## src/rtl/udp_rx_word_packer_if.sv

```systemverilog
// Word bus from the receive packer to user logic: valid/ready handshake plus word payload.
interface udp_rx_word_packer_if #(
  parameter int DATA_W = 960
);
  logic              rx_word_valid;
  logic              rx_word_ready;
  logic [DATA_W-1:0] rx_word;
  logic [15:0]       rx_word_len;
  logic              rx_word_last;

  modport master (
    output rx_word_valid,
    output rx_word,
    output rx_word_len,
    output rx_word_last,
    input  rx_word_ready
  );

  modport slave (
    input  rx_word_valid,
    input  rx_word,
    input  rx_word_len,
    input  rx_word_last,
    output rx_word_ready
  );
endinterface

```

## src/rtl/udp_rx_word_packer.sv

```systemverilog
// Packs the UDP receive byte stream into DATA_W-bit words (first byte at the MSB) on a valid/ready bus.
// A word is committed the cycle after it completes; a single holding stage drops and counts words it cannot take.
module udp_rx_word_packer #(
  parameter int DATA_W = 960,
  parameter int CNT_W  = 16
) (
  input  logic                 i_rgmii_clk,
  input  logic                 i_rst,
  input  logic                 i_udp_rec_data_valid,
  input  logic [7:0]           i_udp_rec_rdata,
  input  logic [15:0]          i_udp_rec_data_length,
  udp_rx_word_packer_if.master rx_if,
  output logic                 o_len_err,
  output logic                 o_overflow,
  output logic [CNT_W-1:0]     o_drop_cnt
);

  localparam int              WORD_BYTES = DATA_W / 8;
  localparam int              WC_W       = $clog2(WORD_BYTES + 1);
  localparam logic [WC_W-1:0] WC_FULL    = WC_W'(WORD_BYTES);

  typedef enum logic [1:0] {S_IDLE, S_COLLECT, S_SKIP} state_t;

  state_t            r_state, w_state_nxt;
  logic [DATA_W-1:0] r_asm, w_asm_nxt;
  logic [WC_W-1:0]   r_word_cnt, w_word_cnt_nxt;
  logic [15:0]       r_dgram_cnt, w_dgram_cnt_nxt;
  logic [15:0]       r_len_lat, w_len_lat_nxt;
  logic              w_store;
  logic [WC_W-1:0]   w_store_idx;
  logic              w_commit;
  logic              w_commit_last;
  logic              w_len_err_nxt;

  logic              r_out_vld;
  logic [DATA_W-1:0] r_out_word;
  logic [15:0]       r_out_len;
  logic              r_out_last;
  logic              r_len_err;
  logic              r_overflow;
  logic [CNT_W-1:0]  r_drop_cnt;
  logic              w_xfer;

  assign w_xfer = r_out_vld & rx_if.rx_word_ready;

  always_comb begin
    w_state_nxt     = r_state;
    w_asm_nxt       = r_asm;
    w_word_cnt_nxt  = r_word_cnt;
    w_dgram_cnt_nxt = r_dgram_cnt;
    w_len_lat_nxt   = r_len_lat;
    w_store         = 1'b0;
    w_store_idx     = '0;
    w_commit        = 1'b0;
    w_commit_last   = 1'b0;
    w_len_err_nxt   = 1'b0;
    case (r_state)
      S_IDLE: begin
        if (i_udp_rec_data_valid) begin
          w_state_nxt     = S_COLLECT;
          w_len_lat_nxt   = i_udp_rec_data_length;
          w_dgram_cnt_nxt = 16'd1;
          w_asm_nxt       = '0;
          w_word_cnt_nxt  = '0;
          w_store         = (i_udp_rec_data_length != 16'd0);
        end
      end
      S_COLLECT: begin
        if (i_udp_rec_data_valid) begin
          if (r_dgram_cnt != 16'hFFFF) w_dgram_cnt_nxt = r_dgram_cnt + 16'd1;
          // Bytes past the declared length are counted for len_err but never stored.
          w_store = (r_dgram_cnt < r_len_lat);
          if (r_word_cnt == WC_FULL) begin
            w_commit       = 1'b1;
            w_commit_last  = !w_store;
            w_asm_nxt      = '0;
            w_word_cnt_nxt = '0;
          end else begin
            w_store_idx = r_word_cnt;
          end
        end else begin
          w_commit        = (r_word_cnt != '0);
          w_commit_last   = 1'b1;
          w_len_err_nxt   = (r_dgram_cnt != r_len_lat);
          w_state_nxt     = S_IDLE;
          w_asm_nxt       = '0;
          w_word_cnt_nxt  = '0;
          w_dgram_cnt_nxt = '0;
        end
      end
      S_SKIP: begin
        if (!i_udp_rec_data_valid) w_state_nxt = S_IDLE;
      end
      default: w_state_nxt = S_IDLE;
    endcase
    if (w_store) begin
      w_word_cnt_nxt = w_store_idx + WC_W'(1);
      for (int k = 0; k < WORD_BYTES; k++) begin
        if (w_store_idx == WC_W'(k)) w_asm_nxt[DATA_W-1-8*k -: 8] = i_udp_rec_rdata;
      end
    end
  end

  // A reset that lands mid-datagram must not treat the tail as a new datagram.
  always_ff @(posedge i_rgmii_clk) begin
    if (i_rst) begin
      r_state     <= i_udp_rec_data_valid ? S_SKIP : S_IDLE;
      r_asm       <= '0;
      r_word_cnt  <= '0;
      r_dgram_cnt <= '0;
      r_len_lat   <= '0;
    end else begin
      r_state     <= w_state_nxt;
      r_asm       <= w_asm_nxt;
      r_word_cnt  <= w_word_cnt_nxt;
      r_dgram_cnt <= w_dgram_cnt_nxt;
      r_len_lat   <= w_len_lat_nxt;
    end
  end

  always_ff @(posedge i_rgmii_clk) begin
    if (i_rst) begin
      r_out_vld  <= 1'b0;
      r_out_word <= '0;
      r_out_len  <= '0;
      r_out_last <= 1'b0;
      r_len_err  <= 1'b0;
      r_overflow <= 1'b0;
      r_drop_cnt <= '0;
    end else begin
      r_len_err <= w_len_err_nxt;
      if (w_commit && (!r_out_vld || w_xfer)) begin
        r_out_vld  <= 1'b1;
        r_out_word <= r_asm;
        r_out_len  <= 16'(r_word_cnt);
        r_out_last <= w_commit_last;
      end else begin
        if (w_commit) begin
          r_overflow <= 1'b1;
          if (r_drop_cnt != '1) r_drop_cnt <= r_drop_cnt + CNT_W'(1);
        end
        if (w_xfer) r_out_vld <= 1'b0;
      end
    end
  end

  assign rx_if.rx_word_valid = r_out_vld;
  assign rx_if.rx_word       = r_out_word;
  assign rx_if.rx_word_len   = r_out_len;
  assign rx_if.rx_word_last  = r_out_last;
  assign o_len_err           = r_len_err;
  assign o_overflow          = r_overflow;
  assign o_drop_cnt          = r_drop_cnt;

endmodule

```

## src/flat_wrapper.sv

```systemverilog
// flat-port wrapper written by rule: the top's interface ports become plain ports
module udp_rx_word_packer_flat 
#(
  parameter int DATA_W = 960,
  parameter int CNT_W  = 16
)
  (i_rgmii_clk, i_rst, i_udp_rec_data_valid, i_udp_rec_rdata, i_udp_rec_data_length, o_len_err, o_overflow, o_drop_cnt, rx_if_rx_word_valid, rx_if_rx_word, rx_if_rx_word_len, rx_if_rx_word_last, rx_if_rx_word_ready);
  udp_rx_word_packer_if #(.DATA_W(DATA_W)) rx_if_i ();
  input  logic i_rgmii_clk;
  input  logic i_rst;
  input  logic i_udp_rec_data_valid;
  input  logic [7:0] i_udp_rec_rdata;
  input  logic [15:0] i_udp_rec_data_length;
  output logic o_len_err;
  output logic o_overflow;
  output logic [CNT_W-1:0] o_drop_cnt;
  output wire logic [$bits(rx_if_i.rx_word_valid)-1:0] rx_if_rx_word_valid;
  output wire logic [$bits(rx_if_i.rx_word)-1:0] rx_if_rx_word;
  output wire logic [$bits(rx_if_i.rx_word_len)-1:0] rx_if_rx_word_len;
  output wire logic [$bits(rx_if_i.rx_word_last)-1:0] rx_if_rx_word_last;
  input wire logic [$bits(rx_if_i.rx_word_ready)-1:0] rx_if_rx_word_ready;
  assign rx_if_rx_word_valid = rx_if_i.rx_word_valid;
  assign rx_if_rx_word = rx_if_i.rx_word;
  assign rx_if_rx_word_len = rx_if_i.rx_word_len;
  assign rx_if_rx_word_last = rx_if_i.rx_word_last;
  assign rx_if_i.rx_word_ready = rx_if_rx_word_ready;
  udp_rx_word_packer #(.DATA_W(DATA_W), .CNT_W(CNT_W)) u_core (.i_rgmii_clk(i_rgmii_clk), .i_rst(i_rst), .i_udp_rec_data_valid(i_udp_rec_data_valid), .i_udp_rec_rdata(i_udp_rec_rdata), .i_udp_rec_data_length(i_udp_rec_data_length), .rx_if(rx_if_i), .o_len_err(o_len_err), .o_overflow(o_overflow), .o_drop_cnt(o_drop_cnt));
endmodule
```

## config.mk

```make
export PLATFORM = sky130hd
export DESIGN_NAME = udp_rx_word_packer_flat
export DESIGN_NICKNAME = d
export VERILOG_FILES = /design/src/rtl/udp_rx_word_packer_if.sv /design/src/rtl/udp_rx_word_packer.sv /design/src/flat_wrapper.sv
export SDC_FILE = /design/constraint.sdc
export NUM_CORES = 2
export LEC_CHECK = 0
export ABC_AREA = 1
export ABC_CLOCK_PERIOD_IN_PS = 3600
export BUFFER_PORTS_ARGS = -buffer_cell sky130_fd_sc_hd__buf_2
export CAP_MARGIN = 20
export CORE_AREA = 5 5 392 394
export DETAILED_ROUTE_END_ITERATION = 10
export DIE_AREA = 0 0 397 399
export GPL_TIMING_DRIVEN = 0
export PLACE_DENSITY_LB_ADDON = 0.2
export SYNTH_ARGS = -nofsm -noshare
export SYNTH_HDL_FRONTEND = slang
export SYNTH_SLANG_ARGS = --single-unit
```

## constraint.sdc

```tcl
create_clock -name i_rgmii_clk -period 3.6 [get_ports i_rgmii_clk]
set_input_delay 0.36 -clock i_rgmii_clk [delete_from_list [all_inputs] [get_ports i_rgmii_clk]]
set_output_delay 0.36 -clock i_rgmii_clk [all_outputs]
set_load 0.005 [all_outputs]
```

---- Word level (Yosys, flattened, before mapping) ----
Index checks and enable logic that the tools add are counted.
operators by class
  $add $sub $neg .......................... 3
  $lt $le $gt $ge ......................... 1
  equal/unequal tests ..................... 130
  muxes and demuxes ....................... 151
  bitwise operators ....................... 3
  reductions and logical operators ........ 19
operators with widths
  kind                                           number
  two-way mux 960 bit                            4
  case mux 960 bit (2 select lines)              1
  two-way mux 8 bit                              120
  == test 7 bit, second input constant           57
  == test 7 x 6 -> 1 bit, second input constant  32
  == test 7 x 5 -> 1 bit, second input constant  16
  == test 7 x 4 -> 1 bit, second input constant  8
  two-way mux 16 bit                             3
  two-way mux 7 bit                              5
  adder 16 x 1 -> 16 bit, second input constant  2
  != test 16 bit, second input constant          2
  case mux 16 bit (2 select lines)               1
  == test 7 x 3 -> 1 bit, second input constant  4
  less-than comparator 16 bit                    1
  != test 16 bit                                 1
  nonzero test 16 bit                            1
  == test 7 x 2 -> 1 bit, second input constant  2
  case mux 7 bit (2 select lines)                1
  two-way mux 1 bit                              10
  two-way mux 2 bit                              4
  AND reduction 2 bit                            4
  adder 7 x 1 -> 7 bit, second input constant    1
  == test 7 x 1 -> 1 bit, second input constant  1
  logical NOT 7 bit                              1
  other kinds (19)                               25
word-level totals
  flip-flop bits (word level) ............. 1,988
  bits of input ports ..................... 28
  output and inout bits ................... 996
  logic and storage cells ................. 319

---- Longest topological paths before layout ----
  depth in word-level cells ............... 7
  gate-level depth with buffers ........... 19
  depth with buffers taken out ............ 17

---- Worst setup path after synthesis ----
OpenSTA, ideal clock, no wires.
  path kind ............................... register -> register
  start ................................... register u_core.r_state[1]
  end ..................................... register u_core.r_asm[898]
  arrival time ............................ 2,386 ps
  required time ........................... 3,530 ps
  setup slack ............................. 1,144 ps
  cell stages (with the launch flop) ...... 14
  path buffers ............................ 2
  period minus slack after synthesis ...... 2,456 ps
  cell sequence ........................... edfxtp_1 > inv_1 > ha_1 > nand2_4 > nor2_1 > ha_1 > inv_1 > nor2_1 > buf_4 > nand2_1 > buf_2 > o21ai_0 > nand3_1 > a21oi_1
on the way
  longest elaborated chain between the ends .. 5
  elaborated cells between the ends (all ways) .. 8
  those cells by class .................... 2 x eq/ne; 5 x mux; 1 x reduce/logical
RTL lines
  item                      line                       RTL
  start: declaration        udp_rx_word_packer.sv:24   state_t r_state, w_state_nxt;
  start signal: assignment  udp_rx_word_packer.sv:107  r_state <= i_udp_rec_data_valid ? S_SKIP : S_IDLE;
  start signal: assignment  udp_rx_word_packer.sv:113  r_state <= w_state_nxt;
  == test 2 x 1 -> 1 bit    udp_rx_word_packer.sv:57   case (r_state)
  two-way mux 7 bit         udp_rx_word_packer.sv:57
  == test 7 x 3 -> 1 bit    udp_rx_word_packer.sv:99   if (w_store_idx == WC_W'(k)) w_asm_nxt[DATA_W-1-8*k -: 8] = i_udp_rec_rdata;
  two-way mux 8 bit         udp_rx_word_packer.sv:99
  two-way mux 960 bit *     udp_rx_word_packer.sv:96   if (w_store) begin
  end signal: assignment    udp_rx_word_packer.sv:114  r_asm <= w_asm_nxt;
  end: declaration          udp_rx_word_packer.sv:25   logic [DATA_W-1:0] r_asm, w_asm_nxt;
Mark *: on every way between the ends. The rest lies on a longest branch, timed or not.
A chain may end at the register's enable or synchronous reset.

---- Worst setup path after layout ----
  start ................................... register u_core.r_dgram_cnt[11]
  end ..................................... register u_core.r_asm[911]
on the way
  longest elaborated chain between the ends .. 4
RTL lines
  item                             line                       RTL
  start: declaration               udp_rx_word_packer.sv:27   logic [15:0] r_dgram_cnt, w_dgram_cnt_nxt;
  start signal: assignment         udp_rx_word_packer.sv:116  r_dgram_cnt <= w_dgram_cnt_nxt;
  less-than comparator 16 bit      udp_rx_word_packer.sv:72   w_store = (r_dgram_cnt < r_len_lat);
  two-way mux 1 bit                udp_rx_word_packer.sv:69   if (i_udp_rec_data_valid) begin
  case mux 1 bit (2 select lines)  udp_rx_word_packer.sv:57
  two-way mux 960 bit              udp_rx_word_packer.sv:96
Every way passes these cells.

==> flow_metrics.env <==
export IMPL_antenna_left=0
export IMPL_cap_violations=0
export IMPL_totalWireLength_um=364000
export IMPL_rsz0062_at_grt="false"
export IMPL_place_hpwl_um=266000
export IMPL_fin_area_um2=99600
export IMPL_grt_pass1_wl_um=524000
export IMPL_min_to="u_core.r_asm[49]"
export IMPL_clock_sinks=1988
export IMPL_hp_class="in2reg"
export IMPL_outcome="completed"
export IMPL_gp_congestion=0.985
export IMPL_ir_worst_vdd_mv=0.416
export IMPL_worst_pin_slew_ns=1.43
export IMPL_cts_tree="yes"
export IMPL_avgSynthCellArea_um2=6.95
export IMPL_dieArea_um2=158000
export IMPL_placed_area_um2=92200
export IMPL_die_h_um=399
export IMPL_p_leak_nw=45.2
export IMPL_place_inst=15200
export IMPL_worst_setup_path_type="reg2reg"
export IMPL_clk_path_buf_depth=3
export IMPL_required_ns=4.35
export IMPL_post_route_min_period_ns=3.59
export IMPL_synth_yosys_warnings=0
export IMPL_max_freq_ghz=0.278
export IMPL_async_flop_share_pct=0
export IMPL_rows=142
export IMPL_final_period_utilization_pct=99.7
export IMPL_hold_viol=0
export IMPL_final_nets=13400
export IMPL_area_delta_synth_final_pct=18.3
export IMPL_synth_ff_type="dfxtp_1"
export IMPL_vias=92500
export IMPL_drv_slew=0
export IMPL_route_detailed_drc=0
export IMPL_p_per_area_nw_per_um2=558
export IMPL_r2r_end="u_core.r_asm[911]"
export IMPL_root_buffer="clkbuf_16"
export IMPL_vias_per_cell=5.94
export IMPL_synth_edff_count=2
export IMPL_netlist_instances=12100
export IMPL_core_area_um2=149000
export IMPL_r2r_slack_ns=0.009
export IMPL_reg2reg_depth=11
export IMPL_worstPathMaxFanout=10
export IMPL_setup_tns_ns=0
export IMPL_io_pins=1024
export IMPL_yosys_cell_types_count=38
export IMPL_endpoint_kind="flop"
export IMPL_stdcell_count=15600
export IMPL_drive_gt1_share_pct=13.7
export IMPL_clk_pin_slew_ns=0.06
export IMPL_grt_remaining_overflow=0
export IMPL_r2r_start="u_core.r_dgram_cnt[11]"
export IMPL_holdCritStartpoint="i_udp_rec_rdata[1]"
export IMPL_initial_core_util_pct=56.3
export IMPL_worst_endpoint_arrival_ns=4.34
export IMPL_cp_start_kind="flop"
export IMPL_htree_levels=4
export IMPL_drtIter0Drc=12800
export IMPL_clkLatencyLatePin_ns=0.85
export IMPL_wl_per_cell_um=23.4
export IMPL_first_pass_iters=7
export IMPL_grt_antenna_before_repair=23
export IMPL_track_usage_pct=43.3
export IMPL_fin_worst_skew_ns=0.0373
export IMPL_synthesis_area_um2=84200
export IMPL_portBuffers=1005
export IMPL_synth_seq_cells=1988
export IMPL_cts_buffers_inserted=199
export IMPL_slew_headroom_pct=4.88
export IMPL_grt_pass1_vias=84400
export IMPL_grt_max_degree=20
export IMPL_die_x_um=397
export IMPL_ys_seq_area_share_pct=47.3
export IMPL_setup_violations=0
export IMPL_whs_path_depth=6
## stage by stage
stage	hold slack (ns)	total power [mW]	utilization (%)	worst slack [ns]
finish	0.273	55.5	66.7	0.00928
detailed placement	0.445	33.5	61.7	-1.18
CTS	0.215	55.0	66.5	0.00869
global route	0.283	56.9	66.6	0.00126
floorplan	0.430	28.9	-	1.14
global placement	0.440	33.3	61.4	-1.44
## where the power goes
group          switching [mW]  internal [mW]  total, mW  leakage (nW)
sequential              0.681           23.0       23.7          16.1
clock                    9.28           12.6       21.9          3.39
combinational            7.62           2.28       9.90          25.7
total                    17.6           37.9       55.5          45.2
## how the worst max path moves through the flow
| stage | start | to | cells after the start |
|---|---|---|---|
| global route | u_core.r_len_lat[15] | u_core.r_asm[231] | 13 |
| CTS | u_core.r_dgram_cnt[13] | u_core.r_asm[389] | 11 |
| detailed placement | u_core.r_dgram_cnt[13] | u_core.r_asm[562] | 12 |
| finish | u_core.r_dgram_cnt[11] | u_core.r_asm[911] | 11 |
| global placement | u_core.r_state[1] | u_core.r_asm[585] | 12 |
| floorplan | u_core.r_state[1] | u_core.r_asm[898] | 13 |
## flip-flops by register name (all words and copies together), names as in the netlist
name / count
u_core.r_state: 2
u_core.rx_if.rx_word: 960
u_core.r_asm: 960
u_core.o_overflow: 1
u_core.rx_if.rx_word_len: 7
u_core.o_len_err: 1
u_core.rx_if.rx_word_valid: 1
u_core.o_drop_cnt: 16
u_core.rx_if.rx_word_last: 1
u_core.r_len_lat: 16
u_core.r_word_cnt: 7
u_core.r_dgram_cnt: 16
## layout by cell type, fill, tap and decap left out, drive strengths merged
cell type         n
nor2           2273
a211oi            1
edfxtp            2
a21o              1
clkdlybuf4s15     1
nor3b             1
clkinv           56
bufinv           20
a21oi           960
a22oi             1
xnor2             6
clkbuf          934
nand3          1488
o21ai          1597
diode            24
conb              9
xor2              9
nor3             18
or2               2
clkinvlp          7
inv             455
buf            1458
dfxtp          1986
ha               24
dlygate4sd3      18
nand2          2143
nand4            64
a31oi             4
## what timing repair did
action | CTS | global route
endpoints found under the hold margin | 22 | 0
pin swaps | 2 | 3
setup buffers | 8 | 6
hold buffers | 18 | 0
endpoints found under the setup margin | 1733 | 572
gates resized for setup | 34 | 62
## cells by family (layout without fill, tap and decap cells)
logic type	Yosys count	in the layout	synth area share [%]
and+or+nand+nor	5989	5989	29.5
AOI/OAI and AO/OA	2564	2564	15.3
DFF	1988	1988	47.3
buffers and inverters	1524	2949	7.46
adders and majority gates	24	24	0.357
xor gates and xnor gates	15	15	0.156
other	1	33	0.00446
## layer usage
metal	global-route usage (%)	vias up	wire, um
li1	-	42100	-
met2	62.8	5992	150000
met1	52.2	42900	131000
met5	0.462	-	329
met4	35.6	8	35400
met3	14.4	1453	48200
## synthesized netlist by cell type (2+ instances only)
library cell	n	area (um^2)
a21oi_1	960	4800
a31oi_1	4	25.0
buf_1	65	244
buf_2	312	1560
buf_4	36	270
buf_6	2	22.5
clkbuf_1	656	2460
clkinv_1	3	11.3
dfxtp_1	1986	39800
edfxtp_1	2	60.1
ha_1	24	300
inv_1	437	1640
inv_2	10	37.5
inv_4	2	12.5
nand2_1	2141	8040
nand3_1	1476	7390
nand3_2	5	50.1
nand3_4	7	123
nand4_1	61	382
nand4_2	2	25.0
nor2_1	2239	8400
nor2_2	30	188
nor2_4	4	45.0
nor3_1	18	90.1
o21ai_0	1565	7830
o21ai_1	32	160
or2_2	2	12.5
xnor2_1	6	52.6
xor2_1	9	78.8
## cell type report
cell class                      instances  area, um^2
Inverter                              452        1700
Antenna cell                           24        60.1
Clock buffer                          279        5780
Timing Repair Buffer                 1061        5800
Tap cell                             2016        2520
Sequential cell                      1988       39800
Multi-Input combinational cell       8601       38200
Fill cell                           13100       49800
Buffer                               1071        4670
Clock inverter                         86        1060
## critical path, cell delays in order, from the launching register on
cell and delay, ns:
dfxtp_1 0.47, ha_1 0.32, a21oi_1 0.15, nand2_1 0.08, a21oi_1 0.13, nand2_1 0.18
nand2_2 0.36, buf_2 0.39, clkbuf_2 0.45, clkbuf_1 0.60, nand3_1 0.19, a21oi_1 0.18
Note: power is estimated with default switching activity, not from simulation.
